## config.mk

```make
export PLATFORM = sky130hd
export DESIGN_NAME = mem_bus_arbiter
export DESIGN_NICKNAME = d
export VERILOG_FILES = /design/src/rtl/mem_bus_arbiter.sv
export SDC_FILE = /design/constraint.sdc
export NUM_CORES = 1
export LEC_CHECK = 0
export CAP_MARGIN = 20
export CORE_AREA = 2 2 108 110
export DETAILED_ROUTE_END_ITERATION = 12
export DIE_AREA = 0 0 110 112
export DONT_BUFFER_PORTS = 1
export PLACE_DENSITY = 0.3
export REMOVE_ABC_BUFFERS = 1
export SLEW_MARGIN = 10
export SYNTH_ARGS = -nofsm -noshare
export SYNTH_HDL_FRONTEND = slang
export SYNTH_SLANG_ARGS = --single-unit
```

## constraint.sdc

```tcl
create_clock -name clk -period 5.5 [get_ports clk]
set_input_delay 1.65 -clock clk [delete_from_list [all_inputs] [get_ports clk]]
set_output_delay 1.65 -clock clk [all_outputs]
set_load 0.005 [all_outputs]
```

## src/rtl/mem_bus_arbiter.sv

```systemverilog
// rtl/mem_bus_arbiter.sv - two-requester memory port arbiter with one outstanding transaction
//
// Shares a single memory port between instruction fetch (if_*) and load/store (d_*).
// Ports:
//   clk, reset (async, active-low)
//   if_req/if_addr -> if_gnt/if_rvalid/if_err/if_rdata   fetch requester
//   d_req/d_we/d_addr/d_wdata/d_be -> d_gnt/d_rvalid/d_err/d_rdata   data requester
//   mem_req/mem_we/mem_addr/mem_wdata/mem_be <- mem_ready, mem_rvalid/mem_rdata   memory side
//   spurious_rsp   sticky: response seen with nothing outstanding
module mem_bus_arbiter #(
  parameter int ADDR_W  = 32,
  parameter int DATA_W  = 32,
  parameter int TIMEOUT = 16
) (
  input  logic                clk,
  input  logic                reset,
  input  logic                if_req,
  input  logic [ADDR_W-1:0]   if_addr,
  output logic                if_gnt,
  output logic                if_rvalid,
  output logic                if_err,
  output logic [DATA_W-1:0]   if_rdata,
  input  logic                d_req,
  input  logic                d_we,
  input  logic [ADDR_W-1:0]   d_addr,
  input  logic [DATA_W-1:0]   d_wdata,
  input  logic [DATA_W/8-1:0] d_be,
  output logic                d_gnt,
  output logic                d_rvalid,
  output logic                d_err,
  output logic [DATA_W-1:0]   d_rdata,
  output logic                mem_req,
  input  logic                mem_ready,
  output logic                mem_we,
  output logic [ADDR_W-1:0]   mem_addr,
  output logic [DATA_W-1:0]   mem_wdata,
  output logic [DATA_W/8-1:0] mem_be,
  input  logic                mem_rvalid,
  input  logic [DATA_W-1:0]   mem_rdata,
  output logic                spurious_rsp
);

  localparam int CNT_W = $clog2(TIMEOUT + 1);
  localparam logic OWN_FETCH = 1'b0;
  localparam logic OWN_DATA  = 1'b1;

  typedef enum logic {ST_IDLE = 1'b0, ST_BUSY = 1'b1} state_t;

  state_t           state_q, state_d;
  logic             owner_q, owner_d;
  logic             last_owner_q, last_owner_d;
  logic [CNT_W-1:0] count_q, count_d;
  logic             spurious_q, spurious_d;

  logic sel_data;
  logic any_req;
  logic issue;
  logic rsp;
  logic timeout;

  // Data wins only when fetch is idle or fetch owned the previous transaction.
  always_comb begin
    any_req  = if_req | d_req;
    sel_data = d_req & (~if_req | (last_owner_q == OWN_FETCH));
    issue    = (state_q == ST_IDLE) & any_req & mem_ready;
    rsp      = (state_q == ST_BUSY) & mem_rvalid;
    // A response in the final watchdog cycle takes precedence over the abort.
    timeout  = (state_q == ST_BUSY) & ~mem_rvalid & (count_q == CNT_W'(TIMEOUT - 1));
  end

  // State register and datapath flops.
  always_ff @(posedge clk or negedge reset) begin
    if (!reset) begin
      state_q      <= ST_IDLE;
      owner_q      <= OWN_DATA;
      last_owner_q <= OWN_DATA;
      count_q      <= '0;
      spurious_q   <= 1'b0;
    end else begin
      state_q      <= state_d;
      owner_q      <= owner_d;
      last_owner_q <= last_owner_d;
      count_q      <= count_d;
      spurious_q   <= spurious_d;
    end
  end

  // Next-state logic.
  always_comb begin
    state_d      = state_q;
    owner_d      = owner_q;
    last_owner_d = last_owner_q;
    count_d      = count_q;
    spurious_d   = spurious_q;
    case (state_q)
      ST_IDLE: begin
        spurious_d = spurious_q | mem_rvalid;
        if (issue) begin
          state_d      = ST_BUSY;
          owner_d      = sel_data;
          last_owner_d = sel_data;
          count_d      = '0;
        end
      end
      ST_BUSY: begin
        count_d = count_q + 1'b1;
        if (rsp || timeout) begin
          state_d = ST_IDLE;
        end
      end
      default: state_d = ST_IDLE;
    endcase
  end

  // Outputs. Handshake pulses are gated by reset so they drop immediately on assertion.
  always_comb begin
    mem_req   = reset & any_req & (state_q == ST_IDLE);
    if_gnt    = reset & issue & ~sel_data;
    d_gnt     = reset & issue & sel_data;
    if_rvalid = reset & rsp & (owner_q == OWN_FETCH);
    d_rvalid  = reset & rsp & (owner_q == OWN_DATA);
    if_err    = reset & timeout & (owner_q == OWN_FETCH);
    d_err     = reset & timeout & (owner_q == OWN_DATA);
    mem_we    = sel_data & d_we;
    mem_addr  = sel_data ? d_addr : if_addr;
    mem_wdata = sel_data ? d_wdata : '0;
    mem_be    = sel_data ? d_be : '1;
    if_rdata  = mem_rdata;
    d_rdata   = mem_rdata;
    spurious_rsp = spurious_q;
  end

endmodule

```

== After elaboration in Yosys (flattened, before gate mapping) ==
Index checks and enable logic that the tools add are counted.
Storage, ports and cells
  output and inout port bits: 141
  input bits: 139
  logic and storage cells: 43
  flip-flop bits (word level): 8
Cells by class
  eq/ne operators: 2
  add/subtract/negate cells: 1
  mux-type cells: 8
  bitwise logic cells: 26
  reduce and logical (&&, ||, !) cells: 2
Operator list (count)
  $mux 32: 2
  $and 1x1->1: 18
  $pmux 5 s2: 1
  $add 5x1->5 const B: 1
  $eq 5x4->1 const B: 1
  $mux 5: 1
  $not 1->1: 5
  $mux 4: 1
  $or 1x1->1: 3
  $mux 1: 2
  $ne 2x2->1 const B: 1
  $pmux 1 s2: 1
  $reduce_and 2->1: 1
  $logic_or 1x1->1: 1

== Depth between registers and ports, before layout ==
Gate-level depths: netlist of the first run.
  depth after elaboration: 6
  gate-level depth with buffers: 5
  mapped depth without buffers: 5

== Worst setup path before layout of the first run ==
Ideal clock, no wire load.
  kind: input to output
  start: in d_req
  end: out mem_addr[0]
  path buffers: 1
  setup slack: 1.464 ns
  stages on the path: 4
  data required time: 3.850 ns
  arrival: 2.386 ns
  cell sequence: inv_2 a21oi_4 buf_6 mux2_2
On the way
  word-level cells in the longest chain between the ends: 2
Ends and longest elaborated chain
  start, declared: line 23  | input logic d_req,
  $and 1x1->1: line 64  | sel_data = d_req & (~if_req | (last_owner_q == OWN_FETCH));
  $mux 32: line 125  | mem_addr = sel_data ? d_addr : if_addr;
  end, declared: line 35  | output logic [ADDR_W-1:0] mem_addr,
Every way passes these cells.

== Worst setup path after layout of the first run ==
  start: in d_req
  end: out mem_addr[22]
The elaborated chain is that of the path after synthesis.

==> results of run 1 <==
-- kinds of logic after synthesis --
kind of cell,Yosys count
buf+inv,76
simple gates,50
mux,32
compound gates,13
flops,8
xor+xnor,2
fa+ha+maj,2
-- report_power, final --
group / total [W] / switching [W] / internal [W]
Combinational: 0.000125 / 0.0000635 / 0.0000615
Sequential: 0.0000933 / 0.0000183 / 0.0000751
Clock: 0.000126 / 0.0000295 / 0.0000967
Total: 0.000345 / 0.000111 / 0.000233
-- path summary, 6_finish.rpt --
check                      startpoint      endpoint  slack, ns  cells after the start
max                             d_req  mem_addr[22]       1.10                      4
min                        count_q[4]    count_q[4]       0.49                      1
max reg2reg                count_q[0]       state_q       4.05                      5
min reg2reg                count_q[4]    count_q[4]       0.49                      1
max in group asynchronous       reset  last_owner_q       4.21                      0
min in group asynchronous       reset    count_q[2]       1.11                      0
-- per-stage QoR --
step	power [W]	hold WS (ns)	util	cell area, um2	worst slack, ns
final	0.000345	0.485	0.116	1290	1.10
after CTS	0.000349	0.486	0.116	1290	1.10
after global routing	0.000366	0.508	0.116	1290	1.03
after global placement	0.000222	0.477	0.109	1210	1.12
after detailed placement	0.000220	0.478	0.109	1210	1.10
after floorplan	0.000196	0.451	-	1030	0.886
-- synthesized netlist by cell type, drive strengths merged --
| library cell | count | area, um2 |
|---|---|---|
| mux2 | 32 | 360 |
| clkbuf | 3 | 11.3 |
| nor2 | 4 | 15.0 |
| nand3 | 3 | 15.0 |
| a21oi | 2 | 21.3 |
| a31oi | 1 | 6.26 |
| a22o | 3 | 26.3 |
| xnor2 | 1 | 8.76 |
| xor2 | 1 | 8.76 |
| dfstp | 1 | 26.3 |
| nor2b | 1 | 6.26 |
| ha | 2 | 25.0 |
| o2111a | 1 | 11.3 |
| and3 | 2 | 12.5 |
| buf | 69 | 531 |
| o211a | 1 | 10.0 |
| and2 | 34 | 213 |
| o21ai | 3 | 15.0 |
| a21o | 1 | 7.51 |
| or3 | 1 | 6.26 |
| inv | 4 | 15.0 |
| dfrtp | 7 | 175 |
| nand2b | 4 | 25.0 |
| o2bb2ai | 1 | 8.76 |
| nand4b | 1 | 8.76 |
-- metal layers --
metal | vias to the layer above | wire length (um)
met5 | - | 28
met4 | 2 | 31
met3 | 8 | 1310
met2 | 169 | 2320
met1 | 475 | 2520
li1 | 410 | -
-- state kept, by name, summed over array words and instances, names as in the netlist --
name	flops
spurious_rsp	1
state_q	1
last_owner_q	1
count_q	5
-- final cells by class --
type,count,share of cell area
flip-flops and latches,8,0.156
clock buffers,4,0.0610
repair buffers,1,0.00581
well taps,143,0.138
inverters,4,0.0116
multi-input cells,99,0.627
-- layout by cell type, fill, tap and decap left out --
cell type and instances:
sky130_fd_sc_hd__nand4b_1 1, sky130_fd_sc_hd__nand2b_1 4, sky130_fd_sc_hd__o21ai_1 1, sky130_fd_sc_hd__a21oi_1 1, sky130_fd_sc_hd__mux2_2 30, sky130_fd_sc_hd__clkbuf_1 1
sky130_fd_sc_hd__xnor2_1 1, sky130_fd_sc_hd__a22o_1 3, sky130_fd_sc_hd__dfstp_2 1, sky130_fd_sc_hd__and3_1 2, sky130_fd_sc_hd__o2111a_1 1, sky130_fd_sc_hd__o2bb2ai_1 1
sky130_fd_sc_hd__inv_2 1, sky130_fd_sc_hd__a21oi_4 1, sky130_fd_sc_hd__a31oi_1 1, sky130_fd_sc_hd__ha_1 2, sky130_fd_sc_hd__dfrtp_1 7, sky130_fd_sc_hd__nor2b_1 1
sky130_fd_sc_hd__nand3_1 3, sky130_fd_sc_hd__or3_1 1, sky130_fd_sc_hd__a21o_1 1, sky130_fd_sc_hd__inv_1 3, sky130_fd_sc_hd__mux2_1 2, sky130_fd_sc_hd__buf_4 1
sky130_fd_sc_hd__xor2_1 1, sky130_fd_sc_hd__clkbuf_16 3, sky130_fd_sc_hd__nor2_1 4, sky130_fd_sc_hd__o21ai_0 2, sky130_fd_sc_hd__o211a_1 1, sky130_fd_sc_hd__and2_1 34
==> impl_summary.log, run 1 <==
[metrics] result of the run: completed
[metrics] count of input and output buffers: 0
[metrics] grt peak-use layer: met1
[metrics] met3 capacity usage during global routing: 0.0861
[metrics] TNS Setup: 0 ns
[metrics] largest vdd supply drop: 99.0 uV
[metrics] core region area: 11200 um2
[metrics] syn avg cell area: 8.57 um2
[metrics] number of warnings reported in the yosys synthesis log: 0
[metrics] element type at the critical path end: output port
[metrics] Clk Latency, worst-skew pair: 0.23 ns
[metrics] via count: 1064
[metrics] CTS tree: done
[metrics] Finished Layout Cells: 259
[metrics] Post-Route Skew: 0.00564 ns
[metrics] clock-pin slew reported for the worst setup and hold paths after clock tree synthesis: 0.04 ns
[metrics] arrival time at the worst endpoint: 2.75 ns
[metrics] htree depth: 1
[metrics] cell family contributing the most delay on the critical path: buffers and inverters
[metrics] Antenna Nets Post-Route: 0
[metrics] class of the tightest hold or removal check: reg2reg
[metrics] total CTS buffers: 3
[metrics] area of all sequential standard cells: 201 um2
[metrics] mean routed wirelength per cell: 24.0 um
[metrics] distinct cell type count of the synthesized netlist: 31
[metrics] total wire length after detailed routing: 6.21 mm
[metrics] cell count after synthesis: 183
[metrics] share of the clock period used by the worst path after layout: 0.800
[metrics] cell total after placement: 255
[metrics] worst-case clock buffer depth: 2
[metrics] global-route congestion overflow total: 0
[metrics] Static Leak: 0.472 nW
[metrics] Layout area overhead: -17.6%
[metrics] peak clock frequency supported by timing: 227 MHz
[metrics] final worst path period need: 4.40 ns
[metrics] count of maximum capacitance violations: 0
[metrics] via count of the first global-routing pass: 1025
[metrics] sink count of the clock tree: 8
[metrics] layout filler cell count: 1268
[metrics] combinational family with the most area after synthesis: buffers and inverters
[metrics] largest net degree at the start of global routing: 71
[metrics] Synth Area in Compound Gates: 0.0678
[metrics] Syn Std Cell Area: 1570 um2
[metrics] library cell contributing the largest single delay on the critical path: sky130_fd_sc_hd__buf_4
[metrics] Finish-stage setup viols: 0
[metrics] sequential share of the synthesized area: 0.128
[metrics] final hold viol count: 0
[metrics] combined area of the multi-input logic cells: 811 um2
[metrics] worst path required time: 3.85 ns
[metrics] Bufs and invs on worst path: 2
[metrics] overall die width: 110 um
[metrics] setup repair after global routing missed its margin: no
[metrics] Detailed Routing Iterations Pass 1: 4
[metrics] initial antenna violation count: 0
[metrics] GR Util met2: 0.0916
[metrics] share of post-route cells with drive strength above 1: 0.319
[metrics] final antenna diode count: 0
[metrics] hold_buf cts: 0
[metrics] cell breakdown of the critical path: inv_2, a21oi_4, buf_4, mux2_2
[metrics] worst stage delay on the critical path: 0.49 ns
[metrics] count of state elements after synthesis: 8
[metrics] xor/xnor cell area share of the yosys netlist: 0.0112
[metrics] height of the die: 112 um
[metrics] FP Rows: 39
[metrics] simple-gate area share of the yosys netlist: 0.192
[metrics] Post-CTS Setup Inserts: 0
[metrics] First DRT Iteration DRCs: 61
[metrics] synthesized-area fraction occupied by adder cells: 0.0159
[metrics] largest driver fanout on the critical path: 70
[metrics] critical path start-end classification: in2out
[metrics] I/O pin total: 280
[metrics] DR vias/cell: 4.11
[metrics] DR DRC count: 0
[metrics] number of resized instances in the post-cts repair step: 0
[metrics] count of final max-slew check failures: 0
[metrics] post-synthesis mux area share: 0.230
[metrics] overall track demand over capacity in global routing: 0.0895
[metrics] clock tree root buffer cell: sky130_fd_sc_hd__clkbuf_16
[metrics] Power Density: 267 nW/um2
[metrics] post-detail-place hpwl: 5.19 mm
[metrics] transition at the pin with the smallest max-transition slack: 0.618 ns
[metrics] effective utilization at floorplan: 0.140
[metrics] final estimated routing congestion in global placement: 0.763
[metrics] Max transition margin: 0.588
[metrics] final-stage net count: 258
[metrics] Startpoint Class: input pin
[metrics] Total Die Area: 12300 um2
[metrics] GR met1 Demand/Resource: 0.119
[metrics] global-route wire length before repair: 7.57 mm
Note: power is estimated with default switching activity, not from simulation.
==> inputs of run 2 (changes only) <==
Clock period 5.5 ns to 4.15 ns, I/O delays scaled along.
==> run 2 against run 1 <==
Net effect: flip-flop and latch count is the same; setup slack got worse by 0.30 ns; total power grew 34%; combinational power is 36% higher; clock-buffer cell count did not move; global-route usage is 0.061 points lower; critical path type unchanged; critical path depth unchanged; via count is 0.75% lower.
==> impl_summary.log, run 2 (same netlist as run 1, synthesis figures left out) <==
[metrics] result of the run: completed
[metrics] reg-to-reg slack, setup: 2.70 ns (-1.35 ns)
[metrics] core region area: 11200 um2 (unchanged)
[metrics] Util after Layout: 0.117 (+0.00112)
[metrics] clock tree root buffer cell: sky130_fd_sc_hd__clkbuf_16
[metrics] final hold slack: 0.481 ns (-0.00377 ns)
[metrics] number of resized instances in the post-cts repair step: 0 (unchanged)
[metrics] largest driver fanout on the critical path: 70 (unchanged)
[metrics] switching fraction of total power: 0.325 (+0.00159)
[metrics] most used cells in the layout excluding fill and tap cells: 34 x sky130_fd_sc_hd__and2_1, 30 x sky130_fd_sc_hd__mux2_2, 7 x sky130_fd_sc_hd__dfrtp_1
[metrics] post-detail-place hpwl: 5.10 mm (-1.9%)
[metrics] final hold viol count: 0 (unchanged)
[metrics] sink count of the clock tree: 8 (unchanged)
[metrics] transition at the pin with the smallest max-transition slack: 0.270 ns (-0.348 ns)
[metrics] count of input and output buffers: 0 (unchanged)
[metrics] FP Rows: 39 (unchanged)
[metrics] via count of the first global-routing pass: 977 (-4.7%)
[metrics] Layout area overhead: -16.8%
[metrics] Power Density: 355 nW/um2 (+33%)
[metrics] DR vias/cell: 4.08 (-0.75%)
[metrics] hold_buf cts: 0 (unchanged)
[metrics] share of the clock period used by the worst path after layout: 0.806
[metrics] share of total power in sequential cells: 0.266 (-0.005)
[metrics] hold path endpoint: count_q[4]
[metrics] peak clock frequency supported by timing: 299 MHz
[metrics] leading cell type in the layout, fill and taps excluded: sky130_fd_sc_hd__and2_1
[metrics] DR DRC count: 0 (unchanged)
[metrics] TNS Setup: 0 ns (unchanged)
[metrics] clock share of power: 0.366 (about the same)
[metrics] Power Internal: 0.000313 W (+34%)
[metrics] overall track demand over capacity in global routing: 0.0889 (-0.000606)
[metrics] worst path required time: 2.90 ns (-0.95 ns)
[metrics] final worst path period need: 3.34 ns
[metrics] First DRT Iteration DRCs: 51 (-16%)
[metrics] worst-case clock buffer depth: 2 (unchanged)
[metrics] I/O pin total: 280 (unchanged)
[metrics] total CTS buffers: 3 (unchanged)
[metrics] via count: 1056 (-0.75%)
[metrics] share of post-route cells with drive strength above 1: 0.319 (unchanged)
[metrics] Hold Path Origin: count_q[4]
[metrics] Startpoint Class: input pin
[metrics] startpoint of the most critical register-to-register path: count_q[0]
[metrics] clock-pin slew reported for the worst setup and hold paths after clock tree synthesis: 0.04 ns (about the same)
[metrics] htree depth: 1 (unchanged)
[metrics] total wire length after detailed routing: 6.14 mm (-1.2%)
[metrics] final estimated routing congestion in global placement: 0.770 (+0.96%)
[metrics] reg2reg end: state_q
[metrics] minimum setup slack in the final design: 0.806 ns (-0.296 ns)
[metrics] Max transition margin: 0.819 (+0.231)
[metrics] effective utilization at floorplan: 0.140 (unchanged)
[metrics] global-route congestion overflow total: 0 (unchanged)
[metrics] overall power consumption: 0.000463 W (+34%)
[metrics] register name with the most flops: count_q
[metrics] arrival time at the worst endpoint: 2.10 ns (-0.65 ns)
[metrics] Post-Route Skew: 0.00547 ns (-0.000178 ns)
[metrics] final-stage net count: 258 (unchanged)
[metrics] largest net degree at the start of global routing: 71 (unchanged)
[metrics] Reg2Reg Depth: 5 (unchanged)
[metrics] critical path start-end classification: in2out
[metrics] setup repair after global routing missed its margin: no
[metrics] Detailed Routing Iterations Pass 1: 4 (unchanged)
[metrics] largest vdd supply drop: 174 uV (+76%)
[metrics] count of maximum capacitance violations: 0 (unchanged)
[metrics] global-route wire length before repair: 7.46 mm (-1.5%)
[metrics] total net switching power: 0.000150 W (+35%)
[metrics] CTS tree: done
[metrics] height of the die: 112 um (unchanged)
[metrics] final antenna diode count: 0 (unchanged)
[metrics] overall die width: 110 um (unchanged)
[metrics] count of final max-slew check failures: 0 (unchanged)
[metrics] Clk Latency, worst-skew pair: 0.23 ns (about the same)
[metrics] Post-CTS Setup Inserts: 0 (unchanged)
[metrics] Largest register FFs: 5 (unchanged)
[metrics] count of cells along the worst hold path: 1 (unchanged)
[metrics] pre-CTS setup slack: 0.803 ns (-0.297 ns)
[metrics] class of the tightest hold or removal check: reg2reg
[metrics] Total Die Area: 12300 um2 (unchanged)
[metrics] initial antenna violation count: 0 (unchanged)
[metrics] Finish-stage setup viols: 0 (unchanged)
[metrics] mean routed wirelength per cell: 23.7 um (-1.2%)
[metrics] element type at the critical path end: output port
[metrics] Antenna Nets Post-Route: 0 (unchanged)
[metrics] Static Leak: 0.476 nW (+0.85%)
[metrics] proportion of power drawn by combinational gates: 0.368 (+0.005)
-- run 2: final cells by class --
type                       count  area (um2)
clock buffer                   4        78.8
fill                        1277        9870
inverter                       4        15.0
multi-input combinational     99         811
sequential                     8         201
tap                          143         179
timing repair buffer           1        20.0
-- run 2: worst max-delay path, stage by stage --
cell and delay, ns:
sky130_fd_sc_hd__inv_2 0.03, sky130_fd_sc_hd__a21oi_4 0.13, sky130_fd_sc_hd__buf_12 0.25, sky130_fd_sc_hd__mux2_2 0.40
-- run 2: how the worst max path moves through the flow --
stage / startpoint / to / slack [ns] / cells after the start
final: d_req / mem_addr[22] / 0.81 / 4
after CTS: d_req / mem_addr[22] / 0.80 / 4
after global routing: d_req / mem_addr[22] / 0.77 / 4
after global placement: d_req / mem_addr[22] / 0.81 / 4
after floorplan: d_req / mem_addr[0] / 0.35 / 3
after detailed placement: d_req / mem_addr[22] / 0.80 / 4
-- run 2: power by group through the flow --
stage	sequential [W]	combinational, W	clock, W
global route	0.000128	0.000186	0.000176
finish	0.000123	0.000170	0.000170
CTS	0.000124	0.000173	0.000173
global placement	0.000125	0.000173	0
floorplan	0.000119	0.000141	0
detailed placement	0.000124	0.000171	0
-- run 2: metal layers --
| metal | vias up | GRT usage | routed length (um) |
|---|---|---|---|
| li1 | 405 | - | - |
| met1 | 489 | 0.121 | 2540 |
| met2 | 156 | 0.0892 | 2270 |
| met3 | 4 | 0.0872 | 1260 |
| met4 | 2 | 0.0219 | 40 |
| met5 | - | 0.0504 | 21 |
-- run 2: stage by stage --
stage	instances	area, um2
floorplan	111	1030
global placement	255	1230
detailed placement	255	1230
CTS	259	1310
global route	259	1310
finish	259	1310
